<file path="src/rtl/regfile_wb_arbiter.sv">
`default_nettype none
//==============================================================================
// Module      : regfile_wb_arbiter
// Description : Shares the single register-file write port between an ALU
//               write-back source (A) and a load write-back source (B).
//               Round-robin arbitration uses valid/ready handshakes. A
//               registered write stage drives the register file, and a
//               per-register busy scoreboard is reserved at issue and
//               cleared at write-back acceptance.
//               Optional macro REGFILE_ARB_BYPASS_EN adds two bypass read
//               ports that expose the data being written this cycle.
// Revision    : 1.0 - initial release
//==============================================================================
module regfile_wb_arbiter #(
    parameter int DW   = 19,
    parameter int AW   = 3,
    parameter int NREG = 8
) (
    input  logic            clk,
    input  logic            rst,
    input  logic            a_valid,
    output logic            a_ready,
    input  logic [AW-1:0]   a_addr,
    input  logic [DW-1:0]   a_data,
    input  logic            b_valid,
    output logic            b_ready,
    input  logic [AW-1:0]   b_addr,
    input  logic [DW-1:0]   b_data,
    input  logic            rsv_valid,
    input  logic [AW-1:0]   rsv_addr,
`ifdef REGFILE_ARB_BYPASS_EN
    input  logic [AW-1:0]   byp_ra1,
    input  logic [AW-1:0]   byp_ra2,
    output logic            byp_hit1,
    output logic            byp_hit2,
    output logic [DW-1:0]   byp_data1,
    output logic [DW-1:0]   byp_data2,
`endif
    output logic [NREG-1:0] busy,
    output logic            wb_unexp,
    output logic            rf_we,
    output logic [AW-1:0]   rf_wa,
    output logic [DW-1:0]   rf_wd,
    output logic            rf_src
);

    // Round-robin pointer: 0 = A won the last contention, 1 = B did.
    logic            last_grant_q;
    logic            last_grant_d;

    logic [NREG-1:0] busy_q;
    logic [NREG-1:0] busy_d;
    logic            unexp_q;
    logic            unexp_d;

    logic            rf_we_q;
    logic [AW-1:0]   rf_wa_q;
    logic [DW-1:0]   rf_wd_q;
    logic            rf_src_q;

    logic            w_gnt_a;
    logic            w_gnt_b;
    logic            w_xfer;
    logic [AW-1:0]   w_win_addr;
    logic [DW-1:0]   w_win_data;

    // Grant: a lone requester always wins; on contention the source that did
    // not win last time wins. Ready depends only on valids, pointer and rst.
    always_comb begin
        w_gnt_a = 1'b0;
        w_gnt_b = 1'b0;
        if (!rst) begin
            if (a_valid && b_valid) begin
                w_gnt_a = last_grant_q;
                w_gnt_b = !last_grant_q;
            end else begin
                w_gnt_a = a_valid;
                w_gnt_b = b_valid;
            end
        end
    end

    assign a_ready    = w_gnt_a;
    assign b_ready    = w_gnt_b;
    assign w_xfer     = w_gnt_a || w_gnt_b;
    assign w_win_addr = w_gnt_b ? b_addr : a_addr;
    assign w_win_data = w_gnt_b ? b_data : a_data;

    // Pointer only moves when both sources competed, so the loser is next.
    always_comb begin
        last_grant_d = last_grant_q;
        if (!rst && a_valid && b_valid) begin
            last_grant_d = w_gnt_b;
        end
    end

    // Scoreboard next state: clear on accepted write-back, then apply the
    // reservation so a same-register set overrides the clear.
    always_comb begin
        busy_d = busy_q;
        if (w_xfer) begin
            busy_d[w_win_addr] = 1'b0;
        end
        if (rsv_valid) begin
            busy_d[rsv_addr] = 1'b1;
        end
        unexp_d = w_xfer && !busy_q[w_win_addr];
    end

    // Arbitration pointer and scoreboard state.
    always_ff @(posedge clk) begin
        if (rst) begin
            last_grant_q <= 1'b1;
            busy_q       <= '0;
            unexp_q      <= 1'b0;
        end else begin
            last_grant_q <= last_grant_d;
            busy_q       <= busy_d;
            unexp_q      <= unexp_d;
        end
    end

    // Write stage: capture the winning transfer; address/data/source hold
    // when idle so the regfile inputs stay quiet.
    always_ff @(posedge clk) begin
        if (rst) begin
            rf_we_q  <= 1'b0;
            rf_wa_q  <= '0;
            rf_wd_q  <= '0;
            rf_src_q <= 1'b0;
        end else begin
            rf_we_q <= w_xfer;
            if (w_xfer) begin
                rf_wa_q  <= w_win_addr;
                rf_wd_q  <= w_win_data;
                rf_src_q <= w_gnt_b;
            end
        end
    end

    assign busy     = busy_q;
    assign wb_unexp = unexp_q;
    assign rf_we    = rf_we_q;
    assign rf_wa    = rf_wa_q;
    assign rf_wd    = rf_wd_q;
    assign rf_src   = rf_src_q;

`ifdef REGFILE_ARB_BYPASS_EN
    // The regfile read still returns the old value until the write edge, so
    // decode takes the in-flight write data on an address match.
    assign byp_hit1  = rf_we_q && (rf_wa_q == byp_ra1);
    assign byp_hit2  = rf_we_q && (rf_wa_q == byp_ra2);
    assign byp_data1 = rf_wd_q;
    assign byp_data2 = rf_wd_q;
`endif

endmodule
`default_nettype wire

</file>
<file path="config.mk">
export PLATFORM = sky130hd
export DESIGN_NAME = regfile_wb_arbiter
export DESIGN_NICKNAME = d
export VERILOG_FILES = /design/src/rtl/regfile_wb_arbiter.sv
export SDC_FILE = /design/constraint.sdc
export NUM_CORES = 1
export LEC_CHECK = 0
export BUFFER_PORTS_ARGS = -buffer_cell sky130_fd_sc_hd__buf_2
export CAP_MARGIN = 20
export CORE_UTILIZATION = 30
export CTS_CLUSTER_DIAMETER = 120
export DETAILED_ROUTE_END_ITERATION = 8
export REMOVE_ABC_BUFFERS = 1
export SETUP_SLACK_MARGIN = 0.4
export SYNTH_ARGS = -nofsm -noshare
export SYNTH_HDL_FRONTEND = slang
export SYNTH_SLANG_ARGS = --single-unit
</file>
<file path="constraint.sdc">
create_clock -name clk -period 2.13 [get_ports clk]
set_input_delay 0.1065 -clock clk [delete_from_list [all_inputs] [get_ports clk]]
set_output_delay 0.1065 -clock clk [all_outputs]
set_load 0.01 [all_outputs]
</file>
# == After elaboration in Yosys (flattened, before gate mapping) ==
# Cells that the tools add are included.
# totals
romBits,0
register_bits,34
in_bits,52
output_inout_bits,35
memories,0
latchBits,0
ram_bits,0
# classes
multipliers,0
n_shift,0
reduce_logical,10
bitwise,3
add_sub_neg,0
eq_ne,0
n_lt_le_gt_ge,4
mux,14
div,0
# ops
operator,n
19-bit two-way mux,1
8-bit two-way mux,2
8-bit AND,1
"3-bit by 4-bit < comparator with 1-bit output, second input constant",2
8-bit inverter,1
8-bit bitwise OR,1
1-bit two-way mux,7
1-bit demux with 3-bit select,2
"3-bit by 1-bit greater-or-equal comparator with 1-bit output, second input constant",2
1-bit logical AND,6
1-bit binary-select mux with 3-bit select,1
1-bit zero test,3
3-bit two-way mux,1
1-bit logical OR,1

# == Depth between registers and ports, before layout ==
# Gate-level depths: netlist (run 1).
# logic_depth
ltp_word,13
ltp_mapped,8

# == Worst setup path after synthesis (run 1) ==
# Ideal clock, no wire load.
# synth_timing
path_kind,reg-to-reg
startpoint,register last_grant_q
endpoint,register busy_q[7] (netlist: busy[7])
setup_slack_ns,0.695
synth_period_minus_slack_ns,1.435
path_stages_with_launch,6
arrival_ns,1.302
setup_time_ns,0.132
path_cell_list,dfxtp_1 nand2_2 a21boi_0 nor2_1 o41ai_1 a21oi_1
# synth_between
elab_chain_cells,13
elab_cells_between_ends,17
classes_between,order compare: 2; mux: 9; bitwise: 3; reduce/logical: 3
# synth_rtl
element,line_no,rtl
"start, declared",48,logic last_grant_q;
"start signal, assigned",117,last_grant_q <= last_grant_d;
1-bit zero test,75,w_gnt_b = !last_grant_q;
1-bit two-way mux,73,if (a_valid && b_valid) begin
1-bit two-way mux,72,if (!rst) begin
3-bit two-way mux,86,assign w_win_addr = w_gnt_b ? b_addr : a_addr;
3-bit by 4-bit < comparator with 1-bit output (implied by the code) / 3-bit by 1-bit greater-or-equal comparator with 1-bit output (equally long branches),102,busy_d[w_win_addr] = 1'b0;
1-bit logical AND (implied by the code),102,
1-bit two-way mux (implied by the code),102,
1-bit demux with 3-bit select,102,
8-bit inverter (no line),--,
8-bit AND (no line),--,
8-bit two-way mux (*),101,if (w_xfer) begin
8-bit bitwise OR (no line),--,
8-bit two-way mux (*),104,if (rsv_valid) begin
"end signal, assigned",118,busy_q <= busy_d;
"end, declared",51,logic [NREG-1:0] busy_q;
# Every way passes the cells marked *; elsewhere a longest branch is shown, timed or not.
# A chain may end at the register's enable or synchronous reset.

# == Worst setup path after layout (run 1) ==
# layout_timing
startpoint,register last_grant_q
endpoint,register unexp_q (netlist: wb_unexp)
# layout_between
elab_chain_cells,8
elab_cells_between_ends,11
classes_between,mux: 7; reduce/logical: 4
# layout_rtl
element,line_no,rtl
1-bit zero test,75,
1-bit two-way mux,73,
1-bit two-way mux,72,
3-bit two-way mux,86,
1-bit binary-select mux with 3-bit select,107,unexp_d = w_xfer && !busy_q[w_win_addr];
1-bit two-way mux (implied by the code),107,
1-bit zero test,107,
1-bit logical AND (*),107,
"end signal, assigned",119,unexp_q <= unexp_d;
"end, declared",53,logic unexp_q;
# Every way passes the cells marked *; elsewhere a longest branch is shown, timed or not. The select of a mux whose other input is x is not followed.

==> results.toml, run 1 <==
[timing]
finClkSkew_ns = 0.00340
slew_at_the_pin_closest_to_its_max_slew_limit_ns = 0.369
finalHoldViolations = 0
max_clock_freq_mhz = 613
setup_viol = 0
rsz0062_at_grt = "yes"
worst_slack_ns = 0.498
max_slew_margin = 0.747
finalMaxSlewViolations = 0
timing.setup.tns_ns = 0
finalCriticalPeriod_ns = 1.63
layout_worst_path_cycle_share = 0.766

[finish]
n_antenna_cell = 0
layout-drive-gt1-share = 0.356
most-common-layout-cells = "buf_2 (86), nand2_1 (38), dfxtp_1 (34)"
layout_commonest_cell = "buf_2"
area_occupied_by_multi_input_gates_um2 = 892
layout.area.seq_um2 = 681
areaGrowthSynthToFinish_pct = 36.8
postLayoutCellArea_um2 = 2230
layout.filler_cells = 555
nNetsFinal = 340

[power_and_ir_drop]
netSwitchingPower_uw = 424
internal_power_of_the_cells_uw = 1070
pwr-share-seq = 0.471
clkPwrFrac = 0.332
leakage_uw = 0.00103
power_switching_share = 0.285
comb_power_share = 0.197
p_per_area_nw_per_um2 = 669
ir_worst_vdd_uv = 246

[placement]
preCtsSetupSlack_ns = 0.375
port_buffers = 86
hpwlAfterDp_mm = 3.50
weighted_congestion_at_the_end_of_routability_driven_global_placement = 0.824
placed_area_um2 = 2120

[route]
detailedRoute.firstPassIterationCount = 4
drt_drc_violations_left = 0
vias_per_cell = 4.91
vias = 1761
route.antenna.remaining_nets = 0
drtIter0Drc = 36
routed_wirelength_mm = 4.71
routed_wire_length_per_instance_um = 13.1

[synthesis]
ys_seq_area_frac = 0.418
syn_area_per_cell_um2 = 7.99
synth.yosys.warnings = 0
synth_cells = 204
synth_seq_cells = 34
netlist-cell-type-count = 39
area_of_the_mapped_netlist_um2 = 1630

[critical_path]
critical_path_arrival_ns = 1.82
kind_of_end_point_of_the_critical_path = "flop"
timing.reg2reg.worst_path_depth = 6
critical_path_top_delay_cell = "dfxtp_1"
cp_max_fo = 14
worst_ep_required_time_ns = 2.32
type_of_origin_of_the_critical_path = "flop"
path_cells = "nand2_4 -> nand2_8 -> buf_4 -> nor2_1 -> a221o_1 -> nor4_1"
reg2reg_setup_slack_ns = 0.50
crit_path_max_incr_delay_ns = 0.43
r2r_start = "last_grant_q$_SDFFE_PP1P_"
crit_type = "reg -> reg"
reg2reg_to = "wb_unexp$_SDFF_PP0_"

[floorplan]
std_cell_rows = 26
fp.dieArea_um2 = 5730
floorplan.initialDensity = 0.315
die_y_um = 75.7
core_um2 = 5170
floorplan.die.width_um = 75.7
io-pin-count = 87

[global_route]
grt_use_total = 0.165
largest_net_degree_at_the_start_of_global_routing = 44
aggregate_global_routing_overflow = 0
antenna_found_initial = 0
first_global_vias = 1539
grt_first_pass_wirelength_mm = 7.07

[clock_network]
cts-buffers-inserted = 5
clock_tree_from_tritoncts = "done"
post-cts-setup-buffers = 0
insertion_delay_ns = 0.28
cts.sinks = 34
clock_slew_seen_by_the_registers_of_the_worst_setup_and_hold_paths_ns = 0.07
clockBufferDepth = 2
htreeDepth = 2
cts_root_buf = "clkbuf_8"

[hold_path]
hold_depth = 3
holdPathEnd = "rf_wd[0]$_SDFFE_PP0N_"
timing.hold.worst.start = "a_data[0]"
worstHoldPathType = "in -> reg"

[job]
maxCapViolations = 0

[status]
run_status = "finished clean"
## metrics by stage
step                instances  hold slack, ns  total power [µW]  utilization
floorplan                 191           0.176               858            -
global placement          351           0.379              1010        0.409
detailed placement        351           0.381              1010        0.409
CTS                       359          0.0737              1500        0.427
global route              359          0.0768              1590        0.431
finish                    359          0.0869              1490        0.431
## power by group through the flow
| stage | clock network, µW | registers, µW | logic, µW |
|---|---|---|---|
| final | 494 | 702 | 294 |
| after detailed placement | 0 | 716 | 290 |
| after global routing | 558 | 707 | 327 |
| after global placement | 0 | 716 | 290 |
| after floorplan | 0 | 736 | 122 |
| after CTS | 510 | 701 | 291 |
## cell usage after synthesis
library cell / count / area (µm²)
inv_2: 1 / 3.75
nand2_2: 1 / 6.26
nor4b_1: 1 / 8.76
nand3_1: 6 / 30.0
nand3b_1: 1 / 7.51
nor2_1: 31 / 116
o21bai_1: 1 / 7.51
nand2_4: 1 / 11.3
nand4b_1: 3 / 26.3
o31ai_1: 4 / 30.0
buf_2: 4 / 20.0
or4bb_1: 1 / 11.3
o41ai_1: 1 / 8.76
and2_1: 1 / 6.26
inv_1: 1 / 3.75
clkbuf_1: 7 / 26.3
nand4_1: 1 / 6.26
or2_1: 1 / 6.26
or2b_1: 1 / 7.51
a211oi_1: 5 / 37.5
clkinv_2: 1 / 5.00
buf_4: 2 / 15.0
nand2_1: 38 / 143
a21boi_0: 1 / 7.51
mux2i_1: 5 / 50.1
and3_1: 2 / 12.5
a311oi_1: 18 / 158
nor3b_1: 1 / 7.51
nor2b_1: 2 / 12.5
o21ai_0: 6 / 30.0
nor2b_4: 1 / 13.8
nor4_1: 1 / 6.26
a21oi_1: 14 / 70.1
or3_1: 1 / 6.26
o31a_1: 1 / 8.76
o21ai_1: 1 / 5.00
a221o_1: 1 / 10.0
dfxtp_1: 34 / 681
a31oi_1: 1 / 6.26
## sequential cells by signal, summed over array words and instances, names as in the netlist
register,cells
rf_src,1
wb_unexp,1
rf_wa,3
rf_wd,19
busy,8
rf_we,1
last_grant_q,1
## kinds of logic after synthesis
family	Yosys count	share of synthesized area
AO/OA/AOI/OAI	54	0.233
AND/OR/NAND/NOR	95	0.273
multiplexers	5	0.0307
buffers and inverters	16	0.0453
flip-flops	34	0.418
## cell type report
type,instances,area share
Clock inverter,1,0.00225
Multi-Input combinational cell,154,0.400
Clock buffer,7,0.0387
Tap cell,70,0.0393
Timing Repair Buffer,90,0.207
Sequential cell,34,0.305
Inverter,3,0.00730
## critical path: cells and delay by family (launching register included)
| family | cells | cell delay (ns) |
|---|---|---|
| compound gates | 1 | 0.30 |
| simple gates | 4 | 0.60 |
| flops | 1 | 0.43 |
| buf+inv | 1 | 0.21 |
## per-layer routing
metal	share of wire	vias to the layer above	track usage
li1	-	909	-
met1	0.48	764	0.214
met2	0.42	79	0.255
met3	0.081	9	0.0450
met4	0.020	0	0.0761
met5	0	-	0
## worst max path at each step
stage / startpoint / endpoint
3_3_place_gp: rst / busy[7]$_SDFF_PP0_
3_5_place_dp: last_grant_q$_SDFFE_PP1P_ / busy[3]$_SDFF_PP0_
2_1_floorplan: last_grant_q$_SDFFE_PP1P_ / busy[3]$_SDFF_PP0_
6_report: last_grant_q$_SDFFE_PP1P_ / wb_unexp$_SDFF_PP0_
4_1_cts: last_grant_q$_SDFFE_PP1P_ / wb_unexp$_SDFF_PP0_
5_1_grt: last_grant_q$_SDFFE_PP1P_ / wb_unexp$_SDFF_PP0_
## timing repair
item,4_1_cts,5_1_grt
hold buffers,0,0
endpoints found under the setup margin,2,7
hold endpoints to repair,0,0
resized for setup,1,4
Note: power is estimated with default switching activity, not from simulation.
==> run 2: changes to the inputs <==
==> constraint.sdc (replaced) <==
create_clock -name clk -period 1.39 [get_ports clk]
set_input_delay 0.0695 -clock clk [delete_from_list [all_inputs] [get_ports clk]]
set_output_delay 0.0695 -clock clk [all_outputs]
set_load 0.01 [all_outputs]
==> results.toml, run 2 (synthesized netlist as in run 1, its figures left out) <==
[clock_network]
cts_root_buf = "clkbuf_8"
cts.sinks = 34
clock_tree_from_tritoncts = "done"
insertion_delay_ns = 0.28
cts-buffers-inserted = 5
htreeDepth = 2
clockBufferDepth = 2
clock_slew_seen_by_the_registers_of_the_worst_setup_and_hold_paths_ns = 0.08

[global_route]
antenna_found_initial = 0
largest_net_degree_at_the_start_of_global_routing = 33
grt_first_pass_wirelength_mm = 7.34
first_global_vias = 1519
grt_use_total = 0.175
aggregate_global_routing_overflow = 0

[finish]
most-common-layout-cells = "buf_2 (85), nand2_1 (38), dfxtp_1 (33)"
area_occupied_by_multi_input_gates_um2 = 1060
largest_register_ff_count = 19
postLayoutCellArea_um2 = 2580
layoutNonFillerInstCount = 377
layout.area.seq_um2 = 682
areaGrowthSynthToFinish_pct = 58.3
layout.filler_cells = 509
nNetsFinal = 358
layout_commonest_cell = "buf_2"
layout-drive-gt1-share = 0.472
n_antenna_cell = 0

[critical_path]
path_cells = "nand2_4 -> buf_4 -> nand3_2 -> nand3_4 -> buf_4 -> o21ai_1 -> a21oi_1"
critical_path.n_buffers_inverters = 2
critical_path_arrival_ns = 1.52
r2r_start = "last_grant_q$_SDFFE_PP1P_"
timing.reg2reg.worst_path_depth = 7
reg2reg_setup_slack_ns = 0.04
reg2reg_to = "busy[0]$_SDFF_PP0_"
worst_ep_required_time_ns = 1.56
crit_type = "reg -> reg"
kind_of_end_point_of_the_critical_path = "flop"
crit_path_max_incr_delay_ns = 0.36
crit_family = "flip-flops"
cp_most_frequent_cell = "buf_4"
type_of_origin_of_the_critical_path = "flop"
cp_max_fo = 6
critical_path_top_delay_cell = "dfxtp_2"

[placement]
weighted_congestion_at_the_end_of_routability_driven_global_placement = 0.933
placed_area_um2 = 2220
place.detailed.instances = 363
hpwlAfterDp_mm = 3.60
port_buffers = 86

[timing]
setup_viol = 0
finalMaxSlewViolations = 0
layout_worst_path_cycle_share = 0.970
hold_ws_ns = 0.0515
finalHoldViolations = 0
finClkSkew_ns = 0.0116
rsz0062_at_grt = "yes"
max_slew_margin = 0.781
slew_at_the_pin_closest_to_its_max_slew_limit_ns = 0.328
finalCriticalPeriod_ns = 1.35
timing.setup.tns_ns = 0
max_clock_freq_mhz = 741

[hold_path]
holdPathEnd = "rf_wd[7]$_SDFFE_PP0N_"
timing.hold.worst.start = "b_data[7]"
worstHoldPathType = "in -> reg"
hold_depth = 3

[power_and_ir_drop]
pwr-share-seq = 0.449
power_switching_share = 0.288
internal_power_of_the_cells_uw = 1710
totalPowerFinal_uw = 2400
clkPwrFrac = 0.309
p_per_area_nw_per_um2 = 932
netSwitchingPower_uw = 692
leakage_uw = 0.00115
comb_power_share = 0.242
ir_worst_vdd_uv = 341

[job]
maxCapViolations = 0

[floorplan]
fp.dieArea_um2 = 5730
std_cell_rows = 26
die_y_um = 75.7
floorplan.die.width_um = 75.7
io-pin-count = 87
floorplan.initialDensity = 0.315
core_um2 = 5170

[route]
drt_drc_violations_left = 0
routed_wire_length_per_instance_um = 13.6
routed_wirelength_mm = 5.13
drtIter0Drc = 44
route.antenna.remaining_nets = 0
vias = 1851
detailedRoute.firstPassIterationCount = 4
vias_per_cell = 4.91

[status]
run_status = "finished clean"
## run 2: worst max path at each step
stage | start | end | slack (ns) | cells past startpoint
floorplan | last_grant_q$_SDFFE_PP1P_ | busy[3]$_SDFF_PP0_ | -0.28 | 6
global placement | last_grant_q$_SDFFE_PP1P_ | busy[6]$_SDFF_PP0_ | -0.09 | 6
detailed placement | last_grant_q$_SDFFE_PP1P_ | busy[6]$_SDFF_PP0_ | -0.04 | 6
CTS | last_grant_q$_SDFFE_PP1P_ | b_ready | 0.06 | 5
global route | last_grant_q$_SDFFE_PP1P_ | wb_unexp$_SDFF_PP0_ | -0.009 | 5
finish | last_grant_q$_SDFFE_PP1P_ | busy[0]$_SDFF_PP0_ | 0.04 | 7
## run 2: metal layers
layer,vias up,track usage,part of all wire
li1,940,-,-
met1,831,0.230,0.48
met2,74,0.277,0.45
met3,6,0.0384,0.055
met4,0,0.0741,0.013
met5,-,0,0
## run 2: through the flow
step / worst slack (ns) / utilization
finish: 0.0410 / 0.499
global route: -0.00897 / 0.499
CTS: 0.0639 / 0.468
detailed placement: -0.0402 / 0.429
global placement: -0.0924 / 0.429
floorplan: -0.277 / -
## run 2: worst register-to-register path: cells and delay by family, from the launching register on
kind / cells / cell delay, ns
AOI/OAI and AO/OA: 2 / 0.21
buffers and inverters: 2 / 0.32
DFF: 1 / 0.36
and+or+nand+nor: 3 / 0.35
## run 2: area by class of cell
| cell class | instances | share of cell area |
|---|---|---|
| Sequential cell | 34 | 0.264 |
| Clock inverter | 1 | 0.00194 |
| Timing Repair Buffer | 108 | 0.247 |
| Clock buffer | 7 | 0.0335 |
| Multi-Input combinational cell | 154 | 0.411 |
| Inverter | 3 | 0.00728 |
| Tap cell | 70 | 0.0340 |
## run 2: power by group through the flow
| stage | Combinational [µW] | Sequential, µW | Clock [µW] |
|---|---|---|---|
| floorplan | 186 | 1130 | 0 |
| global placement | 484 | 1100 | 0 |
| detailed placement | 482 | 1100 | 0 |
| CTS | 519 | 1080 | 777 |
| global route | 638 | 1090 | 823 |
| finish | 582 | 1080 | 744 |
## run 2: repair_timing
action | 4_1_cts | 5_1_grt
hold buffers | 0 | 0
endpoints found under the hold margin | 0 | 0
setup buffers | 3 | 3
endpoints found under the setup margin | 33 | 34
cloned | 0 | 0
resized for setup | 23 | 26
pin swaps | 14 | 8
